**src/rtl/counter_updown_mod_pkg.sv**
```systemverilog
// Shared constants and parameter legality helper for the up/down modulus counter.
package counter_pkg;

  localparam bit COUNTER_WRAP     = 1'b0;
  localparam bit COUNTER_SATURATE = 1'b1;
  localparam bit COUNTER_UP       = 1'b0;
  localparam bit COUNTER_DOWN     = 1'b1;

  // Evaluated at elaboration; the top refuses to build when this returns 0.
  function automatic bit counter_params_ok(input int size,
                                           input longint unsigned modulus,
                                           input longint unsigned reset_value);
    return (size >= 1) && (size <= 32) && (modulus >= 2) &&
           (modulus <= (64'd1 << size)) && (reset_value < modulus);
  endfunction

endpackage

```
**src/rtl/counter_updown_mod_if.sv**
```systemverilog
// Control/status bundle of the up/down modulus counter.
interface counter_updown_mod_if #(parameter int Size = 8);

  logic            count;
  logic            down;
  logic            load;
  logic [Size-1:0] data_i;
  logic            clear_ovf;
  logic [Size-1:0] data_o;
  logic            tc;
  logic            ovf;
  logic            is_zero;
  logic            is_max;

  modport master (output count, down, load, data_i, clear_ovf,
                  input  data_o, tc, ovf, is_zero, is_max);
  modport slave  (input  count, down, load, data_i, clear_ovf,
                  output data_o, tc, ovf, is_zero, is_max);

endinterface

```
**src/rtl/counter_updown_mod_next.sv**
```systemverilog
// Combinational next-value and boundary calculator for the modulus counter.
module counter_next
  import counter_pkg::*;
#(
  parameter int              Size     = 8,
  parameter logic [Size-1:0] Max      = '1,
  parameter bit              Saturate = COUNTER_WRAP
) (
  input  logic [Size-1:0] q,
  input  logic            count,
  input  logic            down,
  input  logic            load,
  input  logic [Size-1:0] data_i,
  output logic [Size-1:0] nxt,
  output logic            boundary
);

  logic at_max, at_zero;

  assign at_max  = (q == Max);
  assign at_zero = (q == '0);

  // Only compares against Max and 0, so a non-power-of-two modulus never
  // relies on the natural 2**Size rollover.
  always_comb begin
    nxt      = q;
    boundary = 1'b0;
    if (load) begin
      nxt = (data_i > Max) ? Max : data_i;
    end else if (count) begin
      if (down == COUNTER_DOWN) begin
        if (at_zero) begin
          boundary = 1'b1;
          nxt      = (Saturate == COUNTER_SATURATE) ? '0 : Max;
        end else begin
          nxt = q - Size'(1);
        end
      end else begin
        if (at_max) begin
          boundary = 1'b1;
          nxt      = (Saturate == COUNTER_SATURATE) ? Max : '0;
        end else begin
          nxt = q + Size'(1);
        end
      end
    end
  end

endmodule

```
**src/rtl/counter_updown_mod.sv**
```systemverilog
// Up/down modulus counter with load, wrap/saturate, terminal-count strobe and sticky ovf.
module counter_updown_mod
  import counter_pkg::*;
#(
  parameter int              Size       = 8,
  parameter longint unsigned Modulus    = 256,
  parameter bit              Saturate   = COUNTER_WRAP,
  parameter longint unsigned ResetValue = 0
) (
  input  logic                        clock,
  input  logic                        reset,
  counter_updown_mod_if.slave         bus
);

  if (!counter_params_ok(Size, Modulus, ResetValue)) begin : g_bad_params
    $error("counter_updown_mod: illegal Size/Modulus/ResetValue combination");
  end

  localparam logic [Size-1:0] Max = Size'(Modulus - 64'd1);
  localparam logic [Size-1:0] Rst = Size'(ResetValue);

  logic [Size-1:0] q, nxt;
  logic            boundary, ovf_q;

  counter_next #(.Size(Size), .Max(Max), .Saturate(Saturate)) u_next (
    .q        (q),
    .count    (bus.count),
    .down     (bus.down),
    .load     (bus.load),
    .data_i   (bus.data_i),
    .nxt      (nxt),
    .boundary (boundary)
  );

  // Load suppresses boundary inside counter_next, so ovf only sees clear_ovf then.
  always_ff @(posedge clock) begin
    if (reset) begin
      q     <= Rst;
      ovf_q <= 1'b0;
    end else begin
      q <= nxt;
      if (boundary)           ovf_q <= 1'b1;
      else if (bus.clear_ovf) ovf_q <= 1'b0;
    end
  end

  assign bus.data_o  = q;
  assign bus.ovf     = ovf_q;
  assign bus.tc      = boundary & ~reset;
  assign bus.is_zero = (q == '0);
  assign bus.is_max  = (q == Max);

endmodule

```
**src/flat_wrapper.sv**
```systemverilog
// flat-port wrapper written by rule: the top's interface ports become plain ports
module counter_updown_mod_flat import counter_pkg::*;
#(
  parameter int              Size       = 8,
  parameter longint unsigned Modulus    = 256,
  parameter bit              Saturate   = COUNTER_WRAP,
  parameter longint unsigned ResetValue = 0
)
  (clock, reset, bus_count, bus_down, bus_load, bus_data_i, bus_clear_ovf, bus_data_o, bus_tc, bus_ovf, bus_is_zero, bus_is_max);
  counter_updown_mod_if #(.Size(Size)) bus_i ();
  input  logic clock;
  input  logic reset;
  input wire logic [$bits(bus_i.count)-1:0] bus_count;
  input wire logic [$bits(bus_i.down)-1:0] bus_down;
  input wire logic [$bits(bus_i.load)-1:0] bus_load;
  input wire logic [$bits(bus_i.data_i)-1:0] bus_data_i;
  input wire logic [$bits(bus_i.clear_ovf)-1:0] bus_clear_ovf;
  output wire logic [$bits(bus_i.data_o)-1:0] bus_data_o;
  output wire logic [$bits(bus_i.tc)-1:0] bus_tc;
  output wire logic [$bits(bus_i.ovf)-1:0] bus_ovf;
  output wire logic [$bits(bus_i.is_zero)-1:0] bus_is_zero;
  output wire logic [$bits(bus_i.is_max)-1:0] bus_is_max;
  assign bus_i.count = bus_count;
  assign bus_i.down = bus_down;
  assign bus_i.load = bus_load;
  assign bus_i.data_i = bus_data_i;
  assign bus_i.clear_ovf = bus_clear_ovf;
  assign bus_data_o = bus_i.data_o;
  assign bus_tc = bus_i.tc;
  assign bus_ovf = bus_i.ovf;
  assign bus_is_zero = bus_i.is_zero;
  assign bus_is_max = bus_i.is_max;
  counter_updown_mod #(.Size(Size), .Modulus(Modulus), .Saturate(Saturate), .ResetValue(ResetValue)) u_core (.clock(clock), .reset(reset), .bus(bus_i));
endmodule
```
**config.mk**
```make
export PLATFORM = sky130hd
export DESIGN_NAME = counter_updown_mod_flat
export DESIGN_NICKNAME = d
export VERILOG_FILES = /design/src/rtl/counter_updown_mod_pkg.sv /design/src/rtl/counter_updown_mod_if.sv /design/src/rtl/counter_updown_mod_next.sv /design/src/rtl/counter_updown_mod.sv /design/src/flat_wrapper.sv
export SDC_FILE = /design/constraint.sdc
export NUM_CORES = 1
export LEC_CHECK = 0
export CORE_ASPECT_RATIO = 0.6
export CORE_UTILIZATION = 35
export DETAILED_ROUTE_END_ITERATION = 16
export GPL_TIMING_DRIVEN = 0
export PLACE_DENSITY = 0.72
export SYNTH_ARGS = -nofsm -noshare
export SYNTH_HDL_FRONTEND = slang
export SYNTH_HIERARCHICAL = 1
export SYNTH_SLANG_ARGS = --single-unit
```
**constraint.sdc**
```tcl
create_clock -name clock -period 1.7 [get_ports clock]
set_clock_uncertainty 0.05 [all_clocks]
set_input_delay 0.425 -clock clock [delete_from_list [all_inputs] [get_ports clock]]
set_output_delay 0.425 -clock clock [all_outputs]
set_load 0.02 [all_outputs]
```
### Word-level counts from Yosys, hierarchy flattened

Index checks and enable logic that the tools add are counted.

* output and inout bits: 12
* input port bits: 14
* logic and storage cells: 24
* flip-flop bits (word level): 9

* add/sub/neg operators: 2
* reduce and logical (&&, ||, !) cells: 3
* equality and inequality tests: 1
* bitwise operators: 2
* mux-type cells: 13
* magnitude comparators: 1

Operators by type and width (number)
* $mux W8: 6
* $add A8 B1 Y8 const B: 1
* $eq A8 B8 Y1 const B: 1
* $gt A8 B8 Y1 const B: 1
* $logic_not A8 Y1: 1
* $sub A8 B1 Y8 const B: 1
* $mux W1: 7
* $reduce_bool A2 Y1: 2
* $and A1 B1 Y1: 1
* $not A1 Y1: 1

### Depth between registers and ports, before layout

Gate-level depths: netlist (run 1).

* depth after elaboration: 6
* gate-level depth with buffers: 8
* depth with buffers taken out: 8

### Cells and area by module

Netlist (run 1), hierarchy kept.

Modules (own cells, without submodules)
* counter_next: seq. area each 0.0 µm², times used 1, area an instance 615.6 µm², cells an instance 96
* counter_updown_mod: seq. area each 180.2 µm², times used 1, area an instance 284.0 µm², cells an instance 27

### Worst setup path before layout (run 1)

Ideal clock, no wire load.

* path type: reg-to-output
* from: register u_core.q[0], in the netlist u_core/bus.data_o[0]
* to: output port bus_tc
* path slack: -555 ps
* path buffers: 0
* data required time: 1225 ps
* stages on the path, launching flop included: 7
* arrival time: 1780 ps
* cells stage by stage: dfxtp_1 > ha_1 > nand4_1 > or3_1 > a21oi_1 > inv_1 > nor2_1

* cells in the longest elaborated chain, start to end: 6
* elaborated cells on any way between the ends: 8
* those cells by class: eq/ne: 1; mux: 5; bitwise: 1; reduce/logical: 1

Ends and longest elaborated chain
* from (decl): line counter_updown_mod.sv:22 `logic [Size-1:0] q, nxt;`
* from (signal assigned): line counter_updown_mod.sv:38 `q <= Rst;`
* from (signal assigned): line counter_updown_mod.sv:41 `q <= nxt;`
* $eq A8 B8 Y1 / $logic_not A8 Y1 (equally long branches): line counter_updown_mod_next.sv:20, counter_updown_mod_next.sv:21
* $mux W1 (on tied branches): line counter_updown_mod_next.sv:39, counter_updown_mod_next.sv:32
* $mux W1 (*): line counter_updown_mod_next.sv:31 `if (down == COUNTER_DOWN) begin`
* $mux W1 (*): line counter_updown_mod_next.sv:30 `end else if (count) begin`
* $mux W1 (*): line counter_updown_mod_next.sv:28 `if (load) begin`
* net u_core.boundary: line counter_updown_mod.sv:23 `logic boundary, ovf_q;`
* $and A1 B1 Y1 (*): line counter_updown_mod.sv:49 `assign bus.tc = boundary & ~reset;`
* to (decl): line flat_wrapper.sv:19 `output wire logic [$bits(bus_i.tc)-1:0] bus_tc;`

The timed path passes the listed nets; every way through them passes the cells marked *.

### Worst setup path after layout (run 1)

* from: register u_core.q[4], in the netlist u_core/bus.data_o[4]
* to: output port bus_tc

Same word-level chain as after synthesis.

==> results of run 1 <==
-- sequential cells by signal (all words and copies together), names as in the netlist --
name / flops
u_core/bus.ovf: 1
u_core/bus.data_o: 8
-- cell usage in the layout (no fill, tap or decap), types with 3 or more instances in the layout --
cell             instances
inv_1                    4
clkdlybuf4s50_1         13
buf_2                    3
nor2_1                   9
nor2b_1                 10
clkbuf_8                 3
nand4_1                  5
a21oi_2                  3
nor3_1                   3
dlygate4sd2_1            7
buf_4                   11
nand3_1                  3
o21ai_0                  4
dfxtp_4                  4
nand2_1                  9
a21oi_1                  7
a21o_1                   3
or4_1                    3
o21ai_1                  3
buf_6                    5
dfxtp_2                  4
clkbuf_1                 3
-- worst max-delay path: stages (launching register included) --
cell	delay [ps]
dfxtp_2	340
buf_6	160
nand3_2	120
or3_4	400
a21oi_2	140
inv_2	60
nor2_4	80
buf_6	120
-- where the power goes --
| group | switching, mW | leakage, nW | internal, mW | total (mW) |
|---|---|---|---|---|
| combinational | 0.164 | 0.424 | 0.171 | 0.335 |
| clock | 0.0826 | 0.0228 | 0.163 | 0.246 |
| sequential | 0.0397 | 0.0782 | 0.228 | 0.268 |
-- metrics by stage --
stage	util	cell area, µm²	setup TNS (ps)	power (mW)	setup WS [ps]
after floorplan	-	939.7	-158.2	0.4415	-158.2
after global placement	0.5265	1207	-1984	0.5460	-820.6
after detailed placement	0.5265	1207	-2050	0.5508	-812.7
after CTS	0.5837	1339	-1147	0.8162	-437.6
after global routing	0.6127	1405	-2073	0.8903	-517.4
final	0.6127	1405	-1437	0.8485	-439.5
-- worst max path at each step --
| stage | depth (start not counted) | to | startpoint |
|---|---|---|---|
| 6_report | 7 | bus_tc | u_core/bus.data_o[4]$_SDFF_PP0_ |
| 5_1_grt | 7 | bus_tc | u_core/bus.data_o[0]$_SDFF_PP0_ |
| 2_1_floorplan | 6 | bus_tc | u_core/bus.data_o[0]$_SDFF_PP0_ |
| 3_5_place_dp | 7 | bus_tc | bus_load |
| 4_1_cts | 7 | bus_tc | u_core/bus.data_o[1]$_SDFF_PP0_ |
| 3_3_place_gp | 7 | bus_tc | bus_load |
-- what timing repair did --
action	4_1_cts	5_1_grt
endpoints found under the setup margin	16	11
pin swaps	1	7
gates resized for setup	35	10
buffers inserted	6	5
-- routing by layer --
layer,vias to the layer above,part of all wire,track usage
met5,-,0,0
met4,0,0.0073,0.03191
met3,2,0.091,0.05000
met2,59,0.43,0.3500
met1,511,0.47,0.3296
li1,532,-,-
-- cell type report --
type	count	area (µm²)
Timing Repair Buffer	34	311.5
Inverter	6	22.52
Multi-Input combinational cell	100	735.7
Buffer	8	52.55
Tap cell	30	37.54
Sequential cell	9	200.2
Clock buffer	4	45.04
Fill cell	201	888.4
-- cell families (layout without fill, tap and decap cells) --
logic type      Yosys count  count (layout)  synth area share
flops                     9               9            0.2003
mux                       1               1           0.01252
xor+xnor                  2               2           0.01948
buf+inv                  14              52           0.07927
simple gates             59              59            0.3839
compound gates           35              35            0.2629
fa+ha+maj                 3               3           0.04173
==> results.json, run 1 <==
{
  "status": "finished with violations",
  "violations": "negative setup slack",
  "synth_common_cells": "nor2_1 (11), a21oi_1 (10), nor2b_1 (10)",
  "instances_no_fill": 191,
  "syn_nets": 140,
  "synth_top_area_share": 0.2003,
  "crit_required_ps": 1220,
  "drv_slew": 0,
  "track_usage": 0.2283,
  "ctsLongestPathBuffers": 2,
  "synth_edf_count": 0,
  "timing.critical_path.to_type": "output pin",
  "cp_max_fo": 10,
  "cp-start-kind": "flop",
  "min_from": "u_core/bus.ovf$_SDFFE_PP0P_",
  "ys.flop_type": "dfxtp_1",
  "ys_ff_latch": 9,
  "synth_most_common_cell": "nor2_1",
  "cts_buffers": 3,
  "finalSetupViolCount": 8,
  "synth_warnings": 6,
  "firstDrtPassIters": 5,
  "fmaxAchievable_mhz": 467.4,
  "drt_iter0_markers": 109,
  "clkTransAtPathRegs_ps": 40,
  "reg2reg_slack_ps": -180,
  "htreeDepth": 1,
  "r2r-end": "u_core/bus.data_o[7]$_SDFF_PP0_",
  "synth.distinct_cells": 44,
  "crit_type": "flop to output pin",
  "reg2reg_depth": 9,
  "cts-root-buf": "clkbuf_8",
  "grt_start_max_net_pins": 12,
  "synthArstFlopShare": 0,
  "synth_largest_area_cell": "dfxtp_1",
  "portBuffers": 23,
  "yosys-top-cells-area": "dfxtp_1 (20%), nor2b_1 (7.0%), a21oi_1 (5.6%)",
  "gp_congestion": 0.9144,
  "yosysSeqAreaShare": 0.2003,
  "placed_cells": 176,
  "ir_worst_vdd_mv": 0.2867,
  "io_pins": 26,
  "nets": 179,
  "reg2reg_from": "u_core/bus.data_o[1]$_SDFF_PP0_",
  "worst_slack_ps": -439.5,
  "antenna_found_initial": 0,
  "drc": 0,
  "whs_ps": 433.0,
  "worst_slew_pin_slew_ps": 451.1,
  "powerDensity_nw_per_um2": 603.9,
  "hold_depth": 2,
  "grt_overflow": 0,
  "fp-row-count": 13,
  "hpwl_mm": 1.973,
  "clkLatencyLatePin_ps": 230,
  "syn-cell-area_um2": 899.6,
  "die_x_um": 67.45,
  "drv_cap": 0,
  "p_leak_nw": 0.5247,
  "cts_sinks": 9,
  "syn_inst": 123,
  "final_hold_viol_count": 0,
  "die_h_um": 41.27,
  "ant_nets": 0,
  "grt_pass1_wl_mm": 4.436,
  "rsz0062_at_grt": "yes",
  "num_vias": 1104,
  "hold_buffers": 0,
  "worst-endpoint-arrival_ps": 1660,
  "drt-total-wl_mm": 3.024,
  "core_um2": 2293,
  "cts_tree": "built",
  "vias_per_cell": 5.780,
  "first_global_vias": 904,
  "slew_headroom": 0.6993,
  "finalCritPeriodShare": 1.259,
  "synthToLayoutAreaGrowth_pct": 56.19,
  "drive_gt1_frac": 0.3168,
  "wl_per_cell_um": 15.83,
  "whs_endpoint": "u_core/bus.ovf$_SDFFE_PP0P_",
  "dieArea_um2": 2784,
  "period_needed_ps": 2140,
  "hold_class": "flop to flop",
  "avgSynthCellArea_um2": 7.314,
  "start_util": 0.3923,
  "diodes": 0
}
Power figures use the tool's default switching activity.
==> run 2: changes to the inputs <==
--- a/config.mk
+++ b/config.mk
@@ -5,11 +5,10 @@
 export SDC_FILE = /design/constraint.sdc
 export NUM_CORES = 1
 export LEC_CHECK = 0
-export CORE_ASPECT_RATIO = 0.6
-export CORE_UTILIZATION = 35
+export CORE_UTILIZATION = 42
 export DETAILED_ROUTE_END_ITERATION = 16
 export GPL_TIMING_DRIVEN = 0
-export PLACE_DENSITY = 0.72
+export PLACE_DENSITY = 0.83
 export SYNTH_ARGS = -nofsm -noshare
 export SYNTH_HDL_FRONTEND = slang
 export SYNTH_HIERARCHICAL = 1
==> constraint.sdc (replaced) <==
create_clock -name clock -period 1.7 [get_ports clock]
set_clock_uncertainty 0.05 [all_clocks]
set_input_delay 0.34 -clock clock [delete_from_list [all_inputs] [get_ports clock]]
set_output_delay 0.34 -clock clock [all_outputs]
set_load 0.02 [all_outputs]
==> results.json, run 2 (synthesis gave the netlist of run 1 again) <==
{
  "final_common_cell": "buf_4",
  "grt_pass1_wl_mm": 4.464,
  "die_x_um": 48.28,
  "period_needed_ps": 2146,
  "grt_start_max_net_pins": 12,
  "ctsLongestPathBuffers": 2,
  "cp_max_fo": 3,
  "final_hold_viol_count": 0,
  "drc": 0,
  "fin_area_um2": 1479,
  "status": "finished with violations",
  "diodes": 0,
  "powerDensity_nw_per_um2": 546.5,
  "r2r-end": "u_core/bus.data_o[0]$_SDFF_PP0_",
  "wl_per_cell_um": 17.39,
  "crit_type": "flop to output pin",
  "layout_common_cells": "buf_4 (14), clkdlybuf4s50_1 (12), buf_6 (10), nor2b_1 (10), nand2_1 (9)",
  "htreeDepth": 1,
  "cts_buffers": 3,
  "firstDrtPassIters": 4,
  "synthToLayoutAreaGrowth_pct": 64.40,
  "nets": 187,
  "fmaxAchievable_mhz": 466.1,
  "grt_overflow": 0,
  "first_global_vias": 996,
  "dieArea_um2": 2331,
  "die_h_um": 48.28,
  "reg2reg_slack_ps": -380,
  "min_from": "u_core/bus.ovf$_SDFFE_PP0P_",
  "clkTransAtPathRegs_ps": 60,
  "timing.critical_path.to_type": "output pin",
  "ir_worst_vdd_mv": 0.5778,
  "io_pins": 26,
  "cts-root-buf": "clkbuf_4",
  "place_area_um2": 1204,
  "largest_reg_flops": 8,
  "hold_buffers": 0,
  "worst-path-buf-inv": 2,
  "drive_gt1_frac": 0.3491,
  "drt_iter0_markers": 63,
  "reg2reg_from": "u_core/bus.data_o[1]$_SDFF_PP0_",
  "power_mw": 0.8083,
  "finalSetupViolCount": 7,
  "finalCritPeriodShare": 1.262,
  "core_um2": 1982,
  "antenna_found_initial": 0,
  "hold_depth": 2,
  "slew_headroom": 0.7122,
  "num_vias": 1196,
  "drv_cap": 0,
  "track_usage": 0.2792,
  "crit_slowest_cell": "or3_4",
  "worst-endpoint-arrival_ps": 1760,
  "reg2reg_depth": 10,
  "start_util": 0.4539,
  "clkLatencyLatePin_ps": 260,
  "crit_path_cell_trace": "ha_4, nand4_1, or3_4, a21oi_4, inv_2, nor2_4, buf_6",
  "p_leak_nw": 0.5986,
  "drt-total-wl_mm": 3.409,
  "drv_slew": 0,
  "ant_nets": 0,
  "rsz0062_at_grt": "yes",
  "worst_slew_pin_slew_ps": 431.7,
  "cts_tree": "built",
  "hpwl_mm": 1.815,
  "path_delay_family": "simple AND/OR/NAND/NOR gates",
  "slowest_delay_ps": 410,
  "cp-start-kind": "flop",
  "cts_sinks": 9,
  "whs_endpoint": "u_core/bus.ovf$_SDFFE_PP0P_",
  "vias_per_cell": 6.102,
  "portBuffers": 23,
  "violations": "negative setup slack",
  "gp_congestion": 0.9557,
  "fillers": 147,
  "crit_required_ps": 1310,
  "hold_class": "flop to flop",
  "worst_slack_ps": -445.6,
  "fp-row-count": 16
}
[run 2: changes by cell type in the layout (fill, tap and decap cells not counted), sizes merged]
cell,change
clkinv,+1
buf,+9
clkbuf,-1
clkdlybuf4s50,-1
clkdlybuf4s15,-1
dlygate4sd2,-1
dlymetal6s2s,+2
[run 2: cell type report]
type | instances | area (µm²) | share of cell area
flip-flops and latches | 9 | 202.7 | 0.1371
well taps | 27 | 33.78 | 0.02284
clock inverters | 1 | 5.005 | 0.003384
inverters | 6 | 22.52 | 0.01523
clock buffers | 3 | 22.52 | 0.01523
repair buffers | 42 | 396.6 | 0.2682
plain buffers | 8 | 56.30 | 0.03807
multi-input cells | 100 | 739.5 | 0.5000
[run 2: stage by stage]
step / utilization / TNS [ps] / instances / worst slack (ps) / hold WS, ps
final: 0.7462 / -1846 / 196 / -445.6 / 436.4
after global routing: 0.7462 / -2274 / 196 / -492.2 / 467.7
after CTS: 0.6856 / -1317 / 189 / -430.7 / 448.9
after detailed placement: 0.6073 / -1314 / 173 / -696.9 / 433.6
after global placement: 0.6073 / -1245 / 173 / -695.4 / 413.6
after floorplan: - / -73.24 / 123 / -73.24 / 351.9
[run 2: per-layer routing]
layer | track usage | up-vias | wire length (µm) | share of wire
met1 | 0.3422 | 560 | 1373 | 0.40
met2 | 0.4507 | 75 | 1636 | 0.48
met4 | 0.08889 | 0 | 97 | 0.028
met3 | 0.1037 | 10 | 301 | 0.088
li1 | - | 551 | - | -
met5 | 0 | - | 0 | 0
[run 2: worst max path at each step]
stage / startpoint / end / slack, ps / cells past startpoint
5_1_grt: u_core/bus.data_o[1]$_SDFF_PP0_ / bus_tc / -490 / 8
2_1_floorplan: u_core/bus.data_o[0]$_SDFF_PP0_ / bus_tc / -70 / 6
3_5_place_dp: u_core/bus.data_o[0]$_SDFF_PP0_ / bus_tc / -700 / 8
6_report: u_core/bus.data_o[1]$_SDFF_PP0_ / bus_tc / -450 / 7
3_3_place_gp: u_core/bus.data_o[0]$_SDFF_PP0_ / bus_tc / -700 / 8
4_1_cts: u_core/bus.data_o[1]$_SDFF_PP0_ / bus_tc / -430 / 7
[run 2: worst register-to-register path, cell delays in order, from the launching register on]
cell      delay, ps
dfxtp_4         380
ha_4            140
nand4_1         180
or3_4           410
buf_6           130
buf_6           100
buf_6           100
a21oi_2         120
a311oi_1         60
a21o_1          170
nor2b_1         120
[run 2: power by group]
group	internal, mW	switching, mW	leakage [nW]
sequential	0.226	0.0403	0.0785
clock	0.0868	0.0767	0.0177
combinational	0.194	0.184	0.502
[run 2: what timing repair did]
item | 4_1_cts | 5_1_grt
resized for setup | 35 | 22
gates cloned | 0 | 0
endpoints found under the setup margin | 15 | 12
pin swaps | 9 | 16
setup buffers | 12 | 8
==> run 3: changes to the inputs <==
--- a/config.mk
+++ b/config.mk
@@ -5,10 +5,11 @@
 export SDC_FILE = /design/constraint.sdc
 export NUM_CORES = 1
 export LEC_CHECK = 0
-export CORE_UTILIZATION = 42
+export ABC_AREA = 0
+export CORE_UTILIZATION = 50
 export DETAILED_ROUTE_END_ITERATION = 16
 export GPL_TIMING_DRIVEN = 0
-export PLACE_DENSITY = 0.83
+export PLACE_DENSITY = 0.92
 export SYNTH_ARGS = -nofsm -noshare
 export SYNTH_HDL_FRONTEND = slang
 export SYNTH_HIERARCHICAL = 1
==> constraint.sdc (replaced) <==
create_clock -name clock -period 2.7 [get_ports clock]
set_clock_uncertainty 0.05 [all_clocks]
set_input_delay 0.54 -clock clock [delete_from_list [all_inputs] [get_ports clock]]
set_output_delay 0.54 -clock clock [all_outputs]
set_load 0.02 [all_outputs]
==> results.json, run 3 (synthesis gave the netlist of run 1 again) <==
{
  "reg2reg_from": "u_core/bus.data_o[0]$_SDFF_PP0_",
  "cts_setup_buffers": 0,
  "dieArea_um2": 1973,
  "die_x_um": 44.42,
  "first_global_vias": 1003,
  "hpwl_mm": 1.887,
  "fin_area_um2": 1189,
  "cts_sinks": 9,
  "place_area_um2": 1160,
  "finalCritPeriodShare": 0.9499,
  "htreeDepth": 1,
  "ir_worst_vdd_mv": 0.4046,
  "hold_buffers": 0,
  "final_util": 0.7457,
  "final_hold_viol_count": 0,
  "fmaxAchievable_mhz": 389.9,
  "worst_slew_pin_slew_ps": 462.4,
  "wl_per_cell_um": 15.04,
  "vias_per_cell": 6.316,
  "r2r-end": "u_core/bus.data_o[0]$_SDFF_PP0_",
  "portBuffers": 23,
  "period_needed_ps": 2565,
  "reg2reg_slack_ps": 790,
  "timing.critical_path.to_type": "output pin",
  "power_mw": 0.4462,
  "reg2reg_depth": 7,
  "cp-start-kind": "flop",
  "slew_headroom": 0.6913,
  "p_leak_nw": 0.4236,
  "drt-total-wl_mm": 2.617,
  "placed_cells": 170,
  "cts-root-buf": "clkbuf_4",
  "powerDensity_nw_per_um2": 375.4,
  "gp_congestion": 0.9115,
  "num_vias": 1099,
  "start_util": 0.5644,
  "crit_required_ps": 2110,
  "io_pins": 26,
  "ctsLongestPathBuffers": 2,
  "die_h_um": 44.42,
  "fp-row-count": 14,
  "drt_iter0_markers": 49,
  "cts_buffers": 3,
  "drive_gt1_frac": 0.1133,
  "drv_cap": 0,
  "synthToLayoutAreaGrowth_pct": 32.13,
  "instances_no_fill": 174,
  "drc": 0,
  "clkLatencyLatePin_ps": 260,
  "nets": 168,
  "core_um2": 1594,
  "grt_start_max_net_pins": 12,
  "cts_tree": "built",
  "worst_slack_ps": 135.2,
  "crit_type": "flop to output pin",
  "clkTransAtPathRegs_ps": 60,
  "hold_depth": 2,
  "status": "finished clean",
  "grt_pass1_wl_mm": 4.312,
  "hold_class": "flop to flop",
  "cp_max_fo": 10,
  "rsz0062_at_grt": "no",
  "post-place-ws_ps": -159.6,
  "drv_slew": 0,
  "ant_nets": 0,
  "final_common_cell": "clkdlybuf4s50_1",
  "diodes": 0,
  "antenna_found_initial": 0,
  "layout_common_cells": "clkdlybuf4s50_1 (22), nor2_1 (11), nor2b_1 (10), a21oi_1 (10), nand2_1 (9)",
  "firstDrtPassIters": 4,
  "grt_overflow": 0,
  "whs_endpoint": "u_core/bus.ovf$_SDFFE_PP0P_",
  "track_usage": 0.3002,
  "min_from": "u_core/bus.ovf$_SDFFE_PP0P_",
  "finalSetupViolCount": 0,
  "worst-endpoint-arrival_ps": 1970,
  "largest_reg_flops": 8
}
## run 3: routing by layer
layer,global-route usage,part of all wire
met5,0,0
met4,0.1152,0.022
met3,0.1061,0.096
met2,0.4824,0.47
met1,0.3666,0.41
## run 3: per-stage QoR
stage,hold slack [ps],TNS (ps)
final,482.5,0
after CTS,453.8,0
after floorplan,490.8,0
after global routing,516.9,0
after detailed placement,445.5,-159.6
after global placement,409.6,-130.8
## run 3: worst max-delay path: stages, from the launching register on
cell and delay [ps]:
dfxtp_2 430, ha_1 250, nand4_1 160, or3_1 370, a21oi_1 150, inv_1 70
nor2_1 90, clkbuf_2 180
## run 3: layout make-up
cell class | instances | area, µm²
Multi-Input combinational cell | 100 | 653.1
Fill cell | 122 | 405.4
Timing Repair Buffer | 23 | 225.2
Sequential cell | 9 | 182.7
Buffer | 8 | 48.80
Tap cell | 24 | 30.03
Clock buffer | 4 | 26.28
Inverter | 6 | 22.52
## run 3: what timing repair did
| action | in CTS | in global routing |
|---|---|---|
| pin swaps | 0 | 0 |
| resized for setup | 5 | 1 |
| setup endpoints to repair | 1 | 1 |
## run 3: worst max-delay path by stage
stage	start	end	slack, ps	cells after the start
floorplan	u_core/bus.data_o[0]$_SDFF_PP0_	bus_tc	330	6
global placement	u_core/bus.data_o[0]$_SDFF_PP0_	bus_tc	-130	8
detailed placement	u_core/bus.data_o[0]$_SDFF_PP0_	bus_tc	-160	8
CTS	u_core/bus.data_o[0]$_SDFF_PP0_	bus_tc	9	7
global route	u_core/bus.data_o[0]$_SDFF_PP0_	bus_tc	2	7
finish	u_core/bus.data_o[0]$_SDFF_PP0_	bus_tc	140	7
## run 3: power breakdown
group          switching (mW)  internal (mW)
registers              0.0247          0.143
clock network          0.0469         0.0570
logic                  0.0860         0.0888
